File: config.mk
export PLATFORM = sky130hd
export DESIGN_NAME = video_fetcher
export DESIGN_NICKNAME = d
export VERILOG_FILES = /design/src/rtl/video_fetcher.sv
export SDC_FILE = /design/constraint.sdc
export NUM_CORES = 1
export LEC_CHECK = 0
export BUFFER_PORTS_ARGS = -buffer_cell sky130_fd_sc_hd__buf_2
export CAP_MARGIN = 20
export CORE_MARGIN = 2
export CORE_UTILIZATION = 45
export DETAILED_ROUTE_END_ITERATION = 8
export PLACE_DENSITY = 0.75
export SLEW_MARGIN = 20
export SYNTH_ARGS = -nofsm -noshare
export SYNTH_HDL_FRONTEND = slang
export SYNTH_SLANG_ARGS = --single-unit
File: constraint.sdc
create_clock -name dotclk_i -period 4.1 [get_ports dotclk_i]
set_input_delay 1.23 -clock dotclk_i [delete_from_list [all_inputs] [get_ports dotclk_i]]
set_output_delay 1.23 -clock dotclk_i [all_outputs]
set_load 0.03 [all_outputs]
File: src/rtl/video_fetcher.sv
// ---------------------------------------------------------------------------
// video_fetcher
// Wishbone read master that fetches one scanline of frame-buffer words into
// a dual-bank line buffer. The CRTC's line trigger starts a fetch into the
// bank selected by odd_i. The pixel feeder reads the other bank, so fetch
// and display run concurrently.
//
// Ports
//   dotclk_i, reset_i      clock (rising edge) and asynchronous active-high reset
//   frame_i                frame-start pulse; reloads the line pointer from base_adr_i
//   start_i, odd_i, len_i  line fetch request: target bank and word count
//   base_adr_i, stride_i   frame base word address and line-to-line stride
//   cyc_o, stb_o, we_o,    Wishbone master (classic cycle, read only)
//   adr_o, dat_i, ack_i, err_i
//   lb_we_o, lb_adr_o,     line-buffer write port; lb_adr_o = {bank, index}
//   lb_dat_o
//   busy_o, done_o         fetch in progress / line completed pulse
//   overrun_o, err_o       sticky: start while busy / bus error seen
// ---------------------------------------------------------------------------
module video_fetcher #(
    parameter int AW  = 24,
    parameter int DW  = 16,
    parameter int LBW = 8
) (
    input  logic           dotclk_i,
    input  logic           reset_i,
    input  logic           frame_i,
    input  logic           start_i,
    input  logic           odd_i,
    input  logic [AW-1:0]  base_adr_i,
    input  logic [AW-1:0]  stride_i,
    input  logic [LBW-1:0] len_i,
    output logic           cyc_o,
    output logic           stb_o,
    output logic           we_o,
    output logic [AW-1:0]  adr_o,
    input  logic [DW-1:0]  dat_i,
    input  logic           ack_i,
    input  logic           err_i,
    output logic           lb_we_o,
    output logic [LBW:0]   lb_adr_o,
    output logic [DW-1:0]  lb_dat_o,
    output logic           busy_o,
    output logic           done_o,
    output logic           overrun_o,
    output logic           err_o
);

    typedef enum logic [0:0] {
        ST_IDLE  = 1'b0,
        ST_FETCH = 1'b1
    } state_t;

    state_t         r_state;
    state_t         w_state_nxt;
    logic [AW-1:0]  r_ptr;
    logic [AW-1:0]  r_adr;
    logic [LBW-1:0] r_cnt;
    logic [LBW-1:0] r_idx;
    logic           r_bank;
    logic           r_cyc;
    logic           r_lb_we;
    logic [LBW:0]   r_lb_adr;
    logic [DW-1:0]  r_lb_dat;
    logic           r_done;
    logic           r_overrun;
    logic           r_err;

    logic           w_start_ok;
    logic           w_len_zero;
    logic           w_term;
    logic           w_last;
    logic [AW-1:0]  w_line_adr;
    logic           w_cyc_nxt;
    logic           w_done_nxt;

    assign w_start_ok = start_i & (r_state == ST_IDLE);
    assign w_len_zero = (len_i == {LBW{1'b0}});
    // Bus handshake only counts while a cycle is open; stray ack/err are ignored.
    assign w_term     = r_cyc & (ack_i | err_i);
    assign w_last     = w_term & (r_cnt == LBW'(1));
    // A frame pulse coincident with start makes the line begin at the base.
    assign w_line_adr = frame_i ? base_adr_i : r_ptr;

    // State register
    always_ff @(posedge dotclk_i or posedge reset_i) begin
        if (reset_i) begin
            r_state <= ST_IDLE;
        end else begin
            r_state <= w_state_nxt;
        end
    end

    // Next-state logic
    always_comb begin
        w_state_nxt = r_state;
        case (r_state)
            ST_IDLE: begin
                if (start_i && !w_len_zero) begin
                    w_state_nxt = ST_FETCH;
                end else begin
                    w_state_nxt = ST_IDLE;
                end
            end
            ST_FETCH: begin
                if (w_last) begin
                    w_state_nxt = ST_IDLE;
                end else begin
                    w_state_nxt = ST_FETCH;
                end
            end
            default: w_state_nxt = ST_IDLE;
        endcase
    end

    // Next values of the registered bus-cycle and done outputs
    always_comb begin
        w_cyc_nxt  = r_cyc;
        w_done_nxt = 1'b0;
        case (r_state)
            ST_IDLE: begin
                if (start_i) begin
                    w_cyc_nxt  = !w_len_zero;
                    w_done_nxt = w_len_zero;
                end else begin
                    w_cyc_nxt  = 1'b0;
                    w_done_nxt = 1'b0;
                end
            end
            ST_FETCH: begin
                if (w_last) begin
                    w_cyc_nxt  = 1'b0;
                    w_done_nxt = 1'b1;
                end else begin
                    w_cyc_nxt  = 1'b1;
                    w_done_nxt = 1'b0;
                end
            end
            default: begin
                w_cyc_nxt  = 1'b0;
                w_done_nxt = 1'b0;
            end
        endcase
    end

    // Registered outputs: bus cycle, line-buffer write port, status flags
    always_ff @(posedge dotclk_i or posedge reset_i) begin
        if (reset_i) begin
            r_cyc     <= 1'b0;
            r_done    <= 1'b0;
            r_lb_we   <= 1'b0;
            r_lb_adr  <= '0;
            r_lb_dat  <= '0;
            r_overrun <= 1'b0;
            r_err     <= 1'b0;
        end else begin
            r_cyc   <= w_cyc_nxt;
            r_done  <= w_done_nxt;
            r_lb_we <= w_term;
            if (w_term) begin
                r_lb_adr <= {r_bank, r_idx};
                // Errored words are written as zero so the line stays aligned.
                r_lb_dat <= err_i ? {DW{1'b0}} : dat_i;
            end
            if (start_i && (r_state == ST_FETCH)) begin
                r_overrun <= 1'b1;
            end
            if (w_term && err_i) begin
                r_err <= 1'b1;
            end
        end
    end

    // Datapath: line pointer, bus address, word counter, bank and index
    always_ff @(posedge dotclk_i or posedge reset_i) begin
        if (reset_i) begin
            r_ptr  <= '0;
            r_adr  <= '0;
            r_cnt  <= '0;
            r_idx  <= '0;
            r_bank <= 1'b0;
        end else begin
            // An empty line completes at once, so it advances from its own start.
            if (w_start_ok && w_len_zero) begin
                r_ptr <= w_line_adr + stride_i;
            end else if (frame_i) begin
                r_ptr <= base_adr_i;
            end else if (w_last) begin
                r_ptr <= r_ptr + stride_i;
            end
            if (w_start_ok) begin
                r_bank <= odd_i;
                r_cnt  <= len_i;
                r_idx  <= '0;
                if (!w_len_zero) begin
                    r_adr <= w_line_adr;
                end
            end else if (w_term) begin
                r_adr <= r_adr + AW'(1);
                r_cnt <= r_cnt - LBW'(1);
                r_idx <= r_idx + LBW'(1);
            end
        end
    end

    assign cyc_o     = r_cyc;
    assign stb_o     = r_cyc;
    assign we_o      = 1'b0;
    assign adr_o     = r_adr;
    assign lb_we_o   = r_lb_we;
    assign lb_adr_o  = r_lb_adr;
    assign lb_dat_o  = r_lb_dat;
    assign busy_o    = (r_state == ST_FETCH);
    assign done_o    = r_done;
    assign overrun_o = r_overrun;
    assign err_o     = r_err;

endmodule

After elaboration in Yosys (flattened, before gate mapping)
Cells that the tools add are included.

word-level totals
  output and inout bits = 57
  word-level logic and storage cells = 54
  input port bits = 79
  bits in registers = 96

operators by class
  bitwise gates (word level) = 5
  reduce and logical (&&, ||, !) cells = 9
  equal/unequal tests = 2
  $add $sub $neg = 5
  multiplexer cells = 20

operator list
  operator                                           number
  2-to-1 mux 24 bit                                  7
  adder 24 bit                                       2
  2-to-1 mux 8 bit                                   4
  adder 24 x 1 -> 24 bit (second input constant)     1
  2-to-1 mux 16 bit                                  1
  adder 8 x 1 -> 8 bit (second input constant)       1
  == test 8 x 1 -> 1 bit (second input constant)     1
  logical NOT 8 bit                                  1
  subtractor 8 x 1 -> 8 bit (second input constant)  1
  case mux 1 bit (2 select lines)                    3
  2-to-1 mux 1 bit                                   5
  logical AND 1 bit                                  4
  bitwise AND 1 bit                                  3
  nonzero test 3 bit                                 1
  != test 2 bit (second input constant)              1
  AND reduction 2 bit                                1
  nonzero test 2 bit                                 1
  logical NOT 1 bit                                  1
  NOT 1 bit                                          1
  OR 1 bit                                           1

Longest topological paths before layout
Gate-level depths: netlist of run 1.

  word-level depth = 6
  mapped depth = 15
  mapped depth without buffers = 13

Least setup slack after synthesis of run 1
Ideal clock, no wire load.

  path kind = in2reg
  start = in frame_i
  end = reg r_ptr[20]
  setup slack = 0.002 ns
  required time = 3.982 ns
  library setup time = 0.118 ns
  arrival = 3.980 ns
  cell stages on the path = 15
  buffers on the path = 3
  cells stage by stage = clkbuf_1 clkbuf_1 clkbuf_1 nand2_1 o21ai_0 ha_1 a21o_1 o21bai_1 a22o_2 a211oi_2 nor2_1 a31o_1 a211oi_1 o22ai_1 a21o_1

on the way
  longest elaborated chain between the ends = 3
  elaborated cells on any way between the ends = 5
  classes of those cells = 1 x add/sub; 3 x mux; 1 x reduce/logical

RTL lines
  item                  RTL line  RTL
  from (decl)           27        input logic frame_i,
  2-to-1 mux 24 bit     83        assign w_line_adr = frame_i ? base_adr_i : r_ptr;
  adder 24 bit          185       r_ptr <= w_line_adr + stride_i;
  2-to-1 mux 24 bit     184       if (w_start_ok && w_len_zero) begin
  to (signal assigned)  185
  to (signal assigned)  187       r_ptr <= base_adr_i;
  to (signal assigned)  189       r_ptr <= r_ptr + stride_i;
  to (decl)             56        logic [AW-1:0] r_ptr;

Parallel ways exist; a longest one is shown, timed or not.
A chain may end at the register's enable or synchronous reset.

Worst setup path in the final report of run 1
  start = in frame_i
  end = reg r_ptr[22]

Same word-level chain as after synthesis.

==> impl_metrics.tcl, run 1 <==
set metrics [dict create \
    dp_slack_ns 0.0255 \
    cts_resized 0 \
    grtUsageMet1 0.348 \
    fin_ws_ns 0.389 \
    async_flop_share 1.00 \
    wl_per_cell_um 17.0 \
    yosysWarningCount 0 \
    drive_gt1_frac 0.213 \
    finalCritPeriodShare 0.905 \
    end_kind "flop" \
    powerDensity_nw_per_um2 570 \
    crit_chain "buf_2, buf_4, mux2i_1, buf_4, fa_1, nor2b_1, o21a_1, a31o_2, a211oi_2, o31ai_1, o41ai_1, nor4b_1, a211oi_1" \
    grt_pass1_vias 6776 \
    cpLargestDelayFamily "compound AO/OA/AOI/OAI gates" \
    arrival_ns 3.94 \
    io_pins 136 \
    clk_latency_ns 0.35 \
    ant_nets 0 \
    synthTopCellsByArea "dfrtp_1, ha_1, a21oi_1" \
    setup_viol 0 \
    vdd_drop_max_v 0.000311 \
    hold_buffers 0 \
    r2r_start "r_ptr[0]$_DFFE_PP0P_" \
    die-area_um2 17000 \
    slowest_stage "o31ai_1" \
    drc 0 \
    start_util 0.457 \
    ys_ff_latch 95 \
    cts_made_buffers 9 \
    core_um2 15700 \
    fmax_mhz 269 \
    slew_viol_final 0 \
    slowest_delay_ns 0.46 \
    cts.clk_slew.worst_paths_ns 0.07 \
    slew_headroom 0.338 \
    dp_cells 1210 \
    finalHoldViolCount 0 \
    syn_to_final_growth_pct 18.0 \
    place_area_um2 8190 \
    overflow 0 \
    clock_tree.htree_level_count 3 \
    rsz0062_at_grt "no" \
    synth_cells 870 \
    dr.pass1.iters 5 \
    post-dp-hpwl_mm 15.7 \
    antenna_cells 0 \
    met3_usage 0.0439 \
    yosysUniqueCellTypes 77 \
    syn_nets 1001 \
    io_buffers 134 \
    cts_buffer_depth 2 \
    gp_congestion 0.945 \
    cpMostUsedCell "buf_4" \
    synth_top_cell_area_share 0.331 \
    path_max_fanout 13 \
    antenna_found_initial 0 \
    crit_required_ns 4.33 \
    start_kind "input pin" \
    nNetsFinal 1136 \
    fin_skew_ns 0.00756 \
    crit_buf_inv 3 \
    period_minus_slack_ns 3.71 \
    fin_cells 1226 \
    crit_type "in -> reg" \
    fin_setup_tns_ns 0 \
    cts_sinks 95 \
    grt_start_max_net_pins 47 \
    post_cts_buffers 0 \
    die_y_um 130 \
    root_buffer "clkbuf_16" \
    seq_area_frac_synth 0.331 \
    drtIter0Drc 578 \
    grt.busiest_layer "met2" \
    routed_wl_mm 20.8 \
    worst_pin_slew_ns 0.992 \
    grtUsageTotal 0.251 \
    placement_rows 46 \
    vias_per_cell 5.79 \
    worstHoldStart "overrun_o$_DFFE_PP0P_" \
    grt_pass1_wl_mm 34.1 \
    die_x_um 130 \
    synth_area_leader_cell "dfrtp_1" \
    synth_area_um2 7180 \
    hp-class "reg -> reg" \
    synth_edf_count 0 \
    status "completed" \
    cellLeakagePower_nw 3.99 \
    cts_tree "done" \
    grt_use_met2 0.406 \
    crit_start "frame_i" \
    via_count 7102 \
    finish.instance_area_um2 8470 \
    max_cap_viol_count 0 \
    syn_avg_cell_area_um2 8.25 \
    ys.flop_type "dfrtp_1" \
]
==> cells in the mapped netlist, types with 10 or more instances <==
cell      number
a21oi_1       93
a22o_1        17
xor2_1        10
a21o_1        27
nand4_1       14
xnor2_1       27
o22ai_1       18
nand2_1       99
o21ai_0       66
inv_1         35
nor2_1        79
ha_1          50
mux2_2        14
nor3_1        18
clkbuf_1      27
nand3_1       23
dfrtp_1       95
==> registers in the layout, indices dropped and copies added (netlist names) <==
register / count
adr_o: 24
lb_adr_o: 9
err_o: 1
done_o: 1
overrun_o: 1
r_cnt: 8
r_idx: 8
cyc_o: 1
lb_dat_o: 16
r_ptr: 24
lb_we_o: 1
r_bank: 1
==> area by class of cell <==
cell class	instances	area [um2]
clock buffer	11	243
clock inverter	5	33.8
fill	1479	7240
inverter	35	134
multi-input combinational	700	4520
sequential	95	2380
tap	216	270
timing repair buffer	164	896
==> metrics by stage <==
step / total power [mW] / hold slack [ns] / util
4_1_cts: 4.82 / 0.461 / 0.539
6_report: 4.83 / 0.457 / 0.539
3_5_place_dp: 3.99 / 0.439 / 0.521
3_3_place_gp: 3.96 / 0.443 / 0.521
5_1_grt: 5.17 / 0.480 / 0.539
2_1_floorplan: 3.29 / 0.439 / -
==> metal layers <==
metal	up-vias	share of wire
met2	293	0.44
met1	3321	0.46
li1	3458	-
met5	-	0
met4	0	0.019
met3	30	0.081
==> layout by cell type, fill, tap and decap left out, types with 9 or more instances in the layout <==
cell type and n:
ha_1 50, nand3_1 23, nand2_1 99, buf_4 30, a21oi_1 93, xor2_1 10
mux2_2 14, dfrtp_1 95, nand4_1 14, a21o_1 27, inv_1 34, clkbuf_16 9
buf_2 134, nor3_1 18, xnor2_1 27, o21ai_0 65, nor2_1 79, o22ai_1 18
a22o_1 17
==> where the power goes <==
part / switching, mW / leakage [nW] / internal [mW]
Combinational: 1.54 / 2.70 / 0.917
Clock: 0.385 / 0.132 / 0.428
Sequential: 0.328 / 1.16 / 1.24
==> cells by family after synthesis <==
logic type	after synthesis	synth area share
buffers and inverters	75	0.0417
flip-flops	95	0.331
XOR/XNOR	37	0.0451
AO/OA/AOI/OAI	313	0.281
multiplexers	19	0.0289
other	1	0.000522
adder cells (fa/ha/maj)	52	0.0927
AND/OR/NAND/NOR	278	0.178
==> path summary, 6_finish.rpt <==
path                                         end  slack (ns)  cells past startpoint
max                        r_ptr[22]$_DFFE_PP0P_        0.39                     13
min                        overrun_o$_DFFE_PP0P_        0.46                      1
max reg2reg                r_ptr[20]$_DFFE_PP0P_        1.18                     13
min reg2reg                overrun_o$_DFFE_PP0P_        0.46                      1
max in group asynchronous   r_idx[5]$_DFFE_PP0P_        2.38                      3
min in group asynchronous   adr_o[1]$_DFFE_PP0P_        0.95                      2
Power figures use the tool's default switching activity.
==> run 2: changes to the inputs <==
--- a/config.mk
+++ b/config.mk
@@ -8,9 +8,9 @@
 export BUFFER_PORTS_ARGS = -buffer_cell sky130_fd_sc_hd__buf_2
 export CAP_MARGIN = 20
 export CORE_MARGIN = 2
-export CORE_UTILIZATION = 45
+export CORE_UTILIZATION = 28
 export DETAILED_ROUTE_END_ITERATION = 8
-export PLACE_DENSITY = 0.75
+export PLACE_DENSITY = 0.54
 export SLEW_MARGIN = 20
 export SYNTH_ARGS = -nofsm -noshare
 export SYNTH_HDL_FRONTEND = slang
==> run 2 against run 1 <==
Effect of this change: non-clock buffer count grew 2; critical endpoint is now r_ptr[20]$_DFFE_PP0P_; die area is 59% higher; global-route usage fell by 7.9 points; highest routed layer unchanged; hold slack better by 0.0066 ns; clock skew grew 0.0099 ns; sequential share of layout area fell by 0.66 points; final cell count grew 9.5%; final area up 2.4%; setup slack worse by 0.038 ns.
==> impl_metrics.tcl, run 2 (synthesized netlist as in run 1, its figures left out) <==
set metrics [dict create \
    finalCritPeriodShare 0.914 \
    placement_rows 58 \
    rsz0062_at_grt "no" \
    wl_met1_mm 11.2 \
    overflow 0 \
    finalHoldViolCount 0 \
    slowest_delay_ns 0.36 \
    grt_pass1_wl_mm 36.5 \
    clk_latency_ns 0.36 \
    multi_input_area_um2 4520 \
    antenna_cells 0 \
    root_buffer "clkbuf_16" \
    layout_commonest_cell "buf_2" \
    cpMostUsedCell "a21o_1" \
    r2r_start "r_ptr[0]$_DFFE_PP0P_" \
    cellLeakagePower_nw 4.03 \
    slew_viol_final 0 \
    place_area_um2 8370 \
    period_minus_slack_ns 3.75 \
    gp_congestion 0.883 \
    fin_skew_ns 0.0175 \
    post_cts_buffers 0 \
    nNetsFinal 1138 \
    holdWs_ns 0.463 \
    met3_wirelength_mm 1.51 \
    crit_type "in -> reg" \
    cts_tree "done" \
    arrival_ns 4.01 \
    reg2reg_setup_slack_ns 1.22 \
    wl_met2_mm 9.95 \
    slew_headroom 0.315 \
    worst_pin_slew_ns 1.03 \
    routed_wl_mm 22.8 \
    die_y_um 164 \
    seqCellArea_um2 2380 \
    fillers 2645 \
    fin_setup_tns_ns 0 \
    setup_viol 0 \
    drc 0 \
    cts_made_buffers 9 \
    cts_sinks 95 \
    crit_required_ns 4.36 \
    syn_to_final_growth_pct 20.8 \
    post-dp-hpwl_mm 17.4 \
    powerDensity_nw_per_um2 570 \
    hp-class "reg -> reg" \
    ant_nets 0 \
    cts_buffer_depth 2 \
    die_x_um 164 \
    fmax_mhz 267 \
    cts_resized 0 \
    vdd_drop_max_v 0.000292 \
    io_buffers 134 \
    drtIter0Drc 538 \
    crit_chain "buf_2, buf_4, mux2_2, ha_1, a21o_1, o21bai_1, a22o_2, a211oi_2, nor2_1, a31o_1, a211oi_1, o22ai_1, a21o_1" \
    vias_per_cell 5.17 \
    crit_start "frame_i" \
    antenna_found_initial 0 \
    layout_common_cells "buf_2, nand2_1, dfrtp_1" \
    start_util 0.285 \
    top_layer "met4" \
    finish.instance_area_um2 8670 \
    drive_gt1_frac 0.216 \
    grt_pass1_vias 6537 \
    critPathCapture "r_ptr[20]$_DFFE_PP0P_" \
    wl_per_cell_um 17.0 \
    slowest_stage "mux2_2" \
    max_cap_viol_count 0 \
    cts.clk_slew.worst_paths_ns 0.08 \
    clock_tree.htree_level_count 3 \
    hold_buffers 0 \
    grt_start_max_net_pins 53 \
    io_pins 136 \
    dr.pass1.iters 5 \
    grtUsageTotal 0.173 \
    path_max_fanout 9 \
    worstReg2RegEnd "r_ptr[20]$_DFFE_PP0P_" \
    worst-r2r-cell-count 13 \
    start_kind "input pin" \
    die-area_um2 26900 \
    end_kind "flop" \
    via_count 6937 \
    core_um2 25200 \
    status "completed" \
]
[run 2: cell types whose count changed in the layout (fill, tap and decap cells not counted), sizes merged]
cell	previous run	this run
buf	164	166
bufinv	0	1
clkbuf	11	10
clkinv	3	2
clkinvlp	2	1
inv	35	37
[run 2: area by class of cell]
type / count / area share
Timing Repair Buffer: 166 / 0.106
Clock buffer: 10 / 0.0275
Inverter: 35 / 0.0154
Multi-Input combinational cell: 700 / 0.521
Clock inverter: 6 / 0.00750
Sequential cell: 95 / 0.274
Tap cell: 330 / 0.0476
[run 2: worst max-delay path: cells and delay by family]
kind,cells,cell delay (ns)
multiplexers,1,0.36
buffers and inverters,2,0.46
AND/OR/NAND/NOR,1,0.14
AO/OA/AOI/OAI,8,1.61
adder cells (fa/ha/maj),1,0.20
[run 2: power breakdown]
part           leakage [nW]  switching, mW  total [mW]  internal (mW)
Combinational          2.72           1.55        2.47          0.926
Sequential             1.16          0.326        1.56           1.24
Clock                 0.149          0.413       0.907          0.493
Total                  4.03           2.29        4.94           2.65
[run 2: how the worst min path moves through the flow]
stage | startpoint | to | slack, ns | depth (start not counted)
2_1_floorplan | r_bank$_DFFE_PP0P_ | lb_adr_o[8]$_DFFE_PP0P_ | 0.44 | 2
3_3_place_gp | overrun_o$_DFFE_PP0P_ | overrun_o$_DFFE_PP0P_ | 0.44 | 1
3_5_place_dp | overrun_o$_DFFE_PP0P_ | overrun_o$_DFFE_PP0P_ | 0.45 | 1
4_1_cts | err_o$_DFFE_PP0P_ | err_o$_DFFE_PP0P_ | 0.47 | 1
5_1_grt | err_o$_DFFE_PP0P_ | err_o$_DFFE_PP0P_ | 0.48 | 1
6_report | err_o$_DFFE_PP0P_ | err_o$_DFFE_PP0P_ | 0.46 | 1
[run 2: metrics by stage]
step                setup WS (ns)  power, mW  std cells  utilization
detailed placement        0.00356       4.05       1326        0.332
finish                      0.351       4.94       1342        0.344
global placement           0.0277       4.05       1326        0.332
global route               0.0979       5.34       1342        0.344
floorplan                 0.00221       3.29        870            -
CTS                         0.356       4.98       1342        0.344
[run 2: per-layer routing]
layer / global-route usage / vias up
li1: - / 3456
met1: 0.252 / 3268
met2: 0.267 / 200
met3: 0.0341 / 13
met4: 0.0303 / 0
met5: 0 / -
==> run 3: changes to the inputs <==
--- a/config.mk
+++ b/config.mk
@@ -5,7 +5,7 @@
 export SDC_FILE = /design/constraint.sdc
 export NUM_CORES = 1
 export LEC_CHECK = 0
-export BUFFER_PORTS_ARGS = -buffer_cell sky130_fd_sc_hd__buf_2
+export BUFFER_PORTS_ARGS = -buffer_cell sky130_fd_sc_hd__clkbuf_2
 export CAP_MARGIN = 20
 export CORE_MARGIN = 2
 export CORE_UTILIZATION = 28
==> run 3 against run 2 <==
Effect of this change: sequential power hardly changed; die area stayed put; critical path depth is 1 lower; sequential cell count stayed put; clock-buffer cell count stayed put; combinational power hardly changed; non-clock buffer count is 1 lower; first-iteration DRC count is 15% lower; setup slack worse by 0.0072 ns; fmax is 0.19% lower; largest cell class unchanged.
==> impl_metrics.tcl, run 3 (synthesized netlist as in run 1, its figures left out) <==
set metrics [dict create \
    clk_latency_ns 0.36 \
    slowest_stage "o31ai_1" \
    overflow 0 \
    end_kind "flop" \
    vdd_drop_max_v 0.000234 \
    antenna_cells 0 \
    fillers 2613 \
    holdWs_ns 0.465 \
    fin_setup_tns_ns 0 \
    grt_start_max_net_pins 55 \
    grtUsageMet1 0.247 \
    cts_made_buffers 9 \
    root_buffer "clkbuf_16" \
    comb_power_share 0.502 \
    slew_viol_final 0 \
    met3_usage 0.0293 \
    via_count 6930 \
    io_pins 136 \
    arrival_ns 4.00 \
    vias_per_cell 5.17 \
    fmax_mhz 266 \
    die_x_um 164 \
    setup_viol 0 \
    p_seq_frac 0.321 \
    post_cts_buffers 0 \
    dr.pass1.iters 5 \
    reg2reg_setup_slack_ns 1.15 \
    fin_skew_ns 0.0130 \
    routed_wl_mm 22.8 \
    drc 0 \
    start_kind "input pin" \
    layout_commonest_cell "clkbuf_2" \
    start_util 0.285 \
    worstHoldStart "overrun_o$_DFFE_PP0P_" \
    crit_required_ns 4.34 \
    core_um2 25200 \
    hp-class "reg -> reg" \
    antenna_found_initial 0 \
    p_clk_frac 0.177 \
    placement_rows 58 \
    period_minus_slack_ns 3.76 \
    crit_chain "clkbuf_2, buf_4, mux2_2, ha_1, nand2_1, nor2_1, a22o_2, a211oi_2, o31ai_1, o41ai_1, nor4b_1, a211oi_1" \
    grt_pass1_wl_mm 36.1 \
    post-dp-hpwl_mm 17.4 \
    grt_pass1_vias 6483 \
    critPathCapture "r_ptr[22]$_DFFE_PP0P_" \
    finalHoldViolCount 0 \
    worst_pin_slew_ns 1.05 \
    hold_buffers 0 \
    grt.busiest_layer "met2" \
    cellLeakagePower_nw 4.03 \
    status "completed" \
    crit_start "frame_i" \
    clock_tree.htree_level_count 3 \
    cts_sinks 95 \
    netSwitchingFraction 0.472 \
    max_cap_viol_count 0 \
    ant_nets 0 \
    slew_headroom 0.298 \
    powerDensity_nw_per_um2 567 \
    cts_buffer_depth 2 \
    drive_gt1_frac 0.216 \
    io_buffers 134 \
    cts.clk_slew.worst_paths_ns 0.08 \
    p_switching_mw 2.31 \
    wl_per_cell_um 17.0 \
    r2r_start "r_ptr[6]$_DFFE_PP0P_" \
    worst-r2r-cell-count 9 \
    internal-power_mw 2.59 \
    slowest_delay_ns 0.49 \
    grt_use_met2 0.267 \
    die_y_um 164 \
    path_max_fanout 9 \
    worstReg2RegEnd "r_ptr[23]$_DFFE_PP0P_" \
    finalCritPeriodShare 0.916 \
    seqCellArea_um2 2380 \
    grtUsageTotal 0.172 \
    nNetsFinal 1137 \
    multi_input_area_um2 4520 \
    cts_resized 0 \
    cts_tree "done" \
    drtIter0Drc 457 \
    rsz0062_at_grt "no" \
    layout_common_cells "clkbuf_2, nand2_1, dfrtp_1" \
    die-area_um2 26900 \
    syn_to_final_growth_pct 20.5 \
    crit_type "in -> reg" \
    gp_congestion 0.907 \
]
[run 3: cell type report]
type | instances | share of cell area
multi-input combinational | 700 | 0.523
tap | 330 | 0.0477
timing repair buffer | 165 | 0.106
inverter | 35 | 0.0155
clock inverter | 6 | 0.00607
clock buffer | 10 | 0.0276
sequential | 95 | 0.275
[run 3: worst min-delay path by stage]
stage                              endpoint  slack, ns  depth (start not counted)
finish                overrun_o$_DFFE_PP0P_       0.46                          1
global route              err_o$_DFFE_PP0P_       0.50                          1
CTS                   overrun_o$_DFFE_PP0P_       0.47                          1
detailed placement    overrun_o$_DFFE_PP0P_       0.46                          1
global placement          err_o$_DFFE_PP0P_       0.45                          1
floorplan           lb_adr_o[8]$_DFFE_PP0P_       0.44                          2
[run 3: critical path: cells and delay by family]
kind	cells	cell delay, ns
buffers and inverters	2	0.40
AND/OR/NAND/NOR	3	0.69
multiplexers	1	0.37
AO/OA/AOI/OAI	5	1.01
adder cells (fa/ha/maj)	1	0.30
[run 3: power groups by stage]
stage | logic (mW) | registers, mW | clock network (mW)
final | 2.46 | 1.57 | 0.868
after global routing | 2.74 | 1.62 | 0.931
after CTS | 2.48 | 1.57 | 0.892
after detailed placement | 2.47 | 1.58 | 0
after global placement | 2.47 | 1.58 | 0
after floorplan | 1.44 | 1.85 | 0
[run 3: metrics by stage]
step / cell area [um2] / total power, mW / utilization / setup slack [ns] / instances
after detailed placement: 8360 / 4.05 / 0.332 / -0.00586 / 1325
after global placement: 8360 / 4.05 / 0.332 / 0.0317 / 1325
after floorplan: 7180 / 3.29 / - / 0.00221 / 870
after CTS: 8650 / 4.94 / 0.344 / 0.363 / 1341
final: 8650 / 4.90 / 0.344 / 0.343 / 1341
after global routing: 8650 / 5.29 / 0.344 / 0.113 / 1341
[run 3: per-layer routing]
metal	share of wire	routed length (um)
met4	0.013	301
met5	0	0
met3	0.056	1290
met1	0.49	11100
met2	0.45	10200
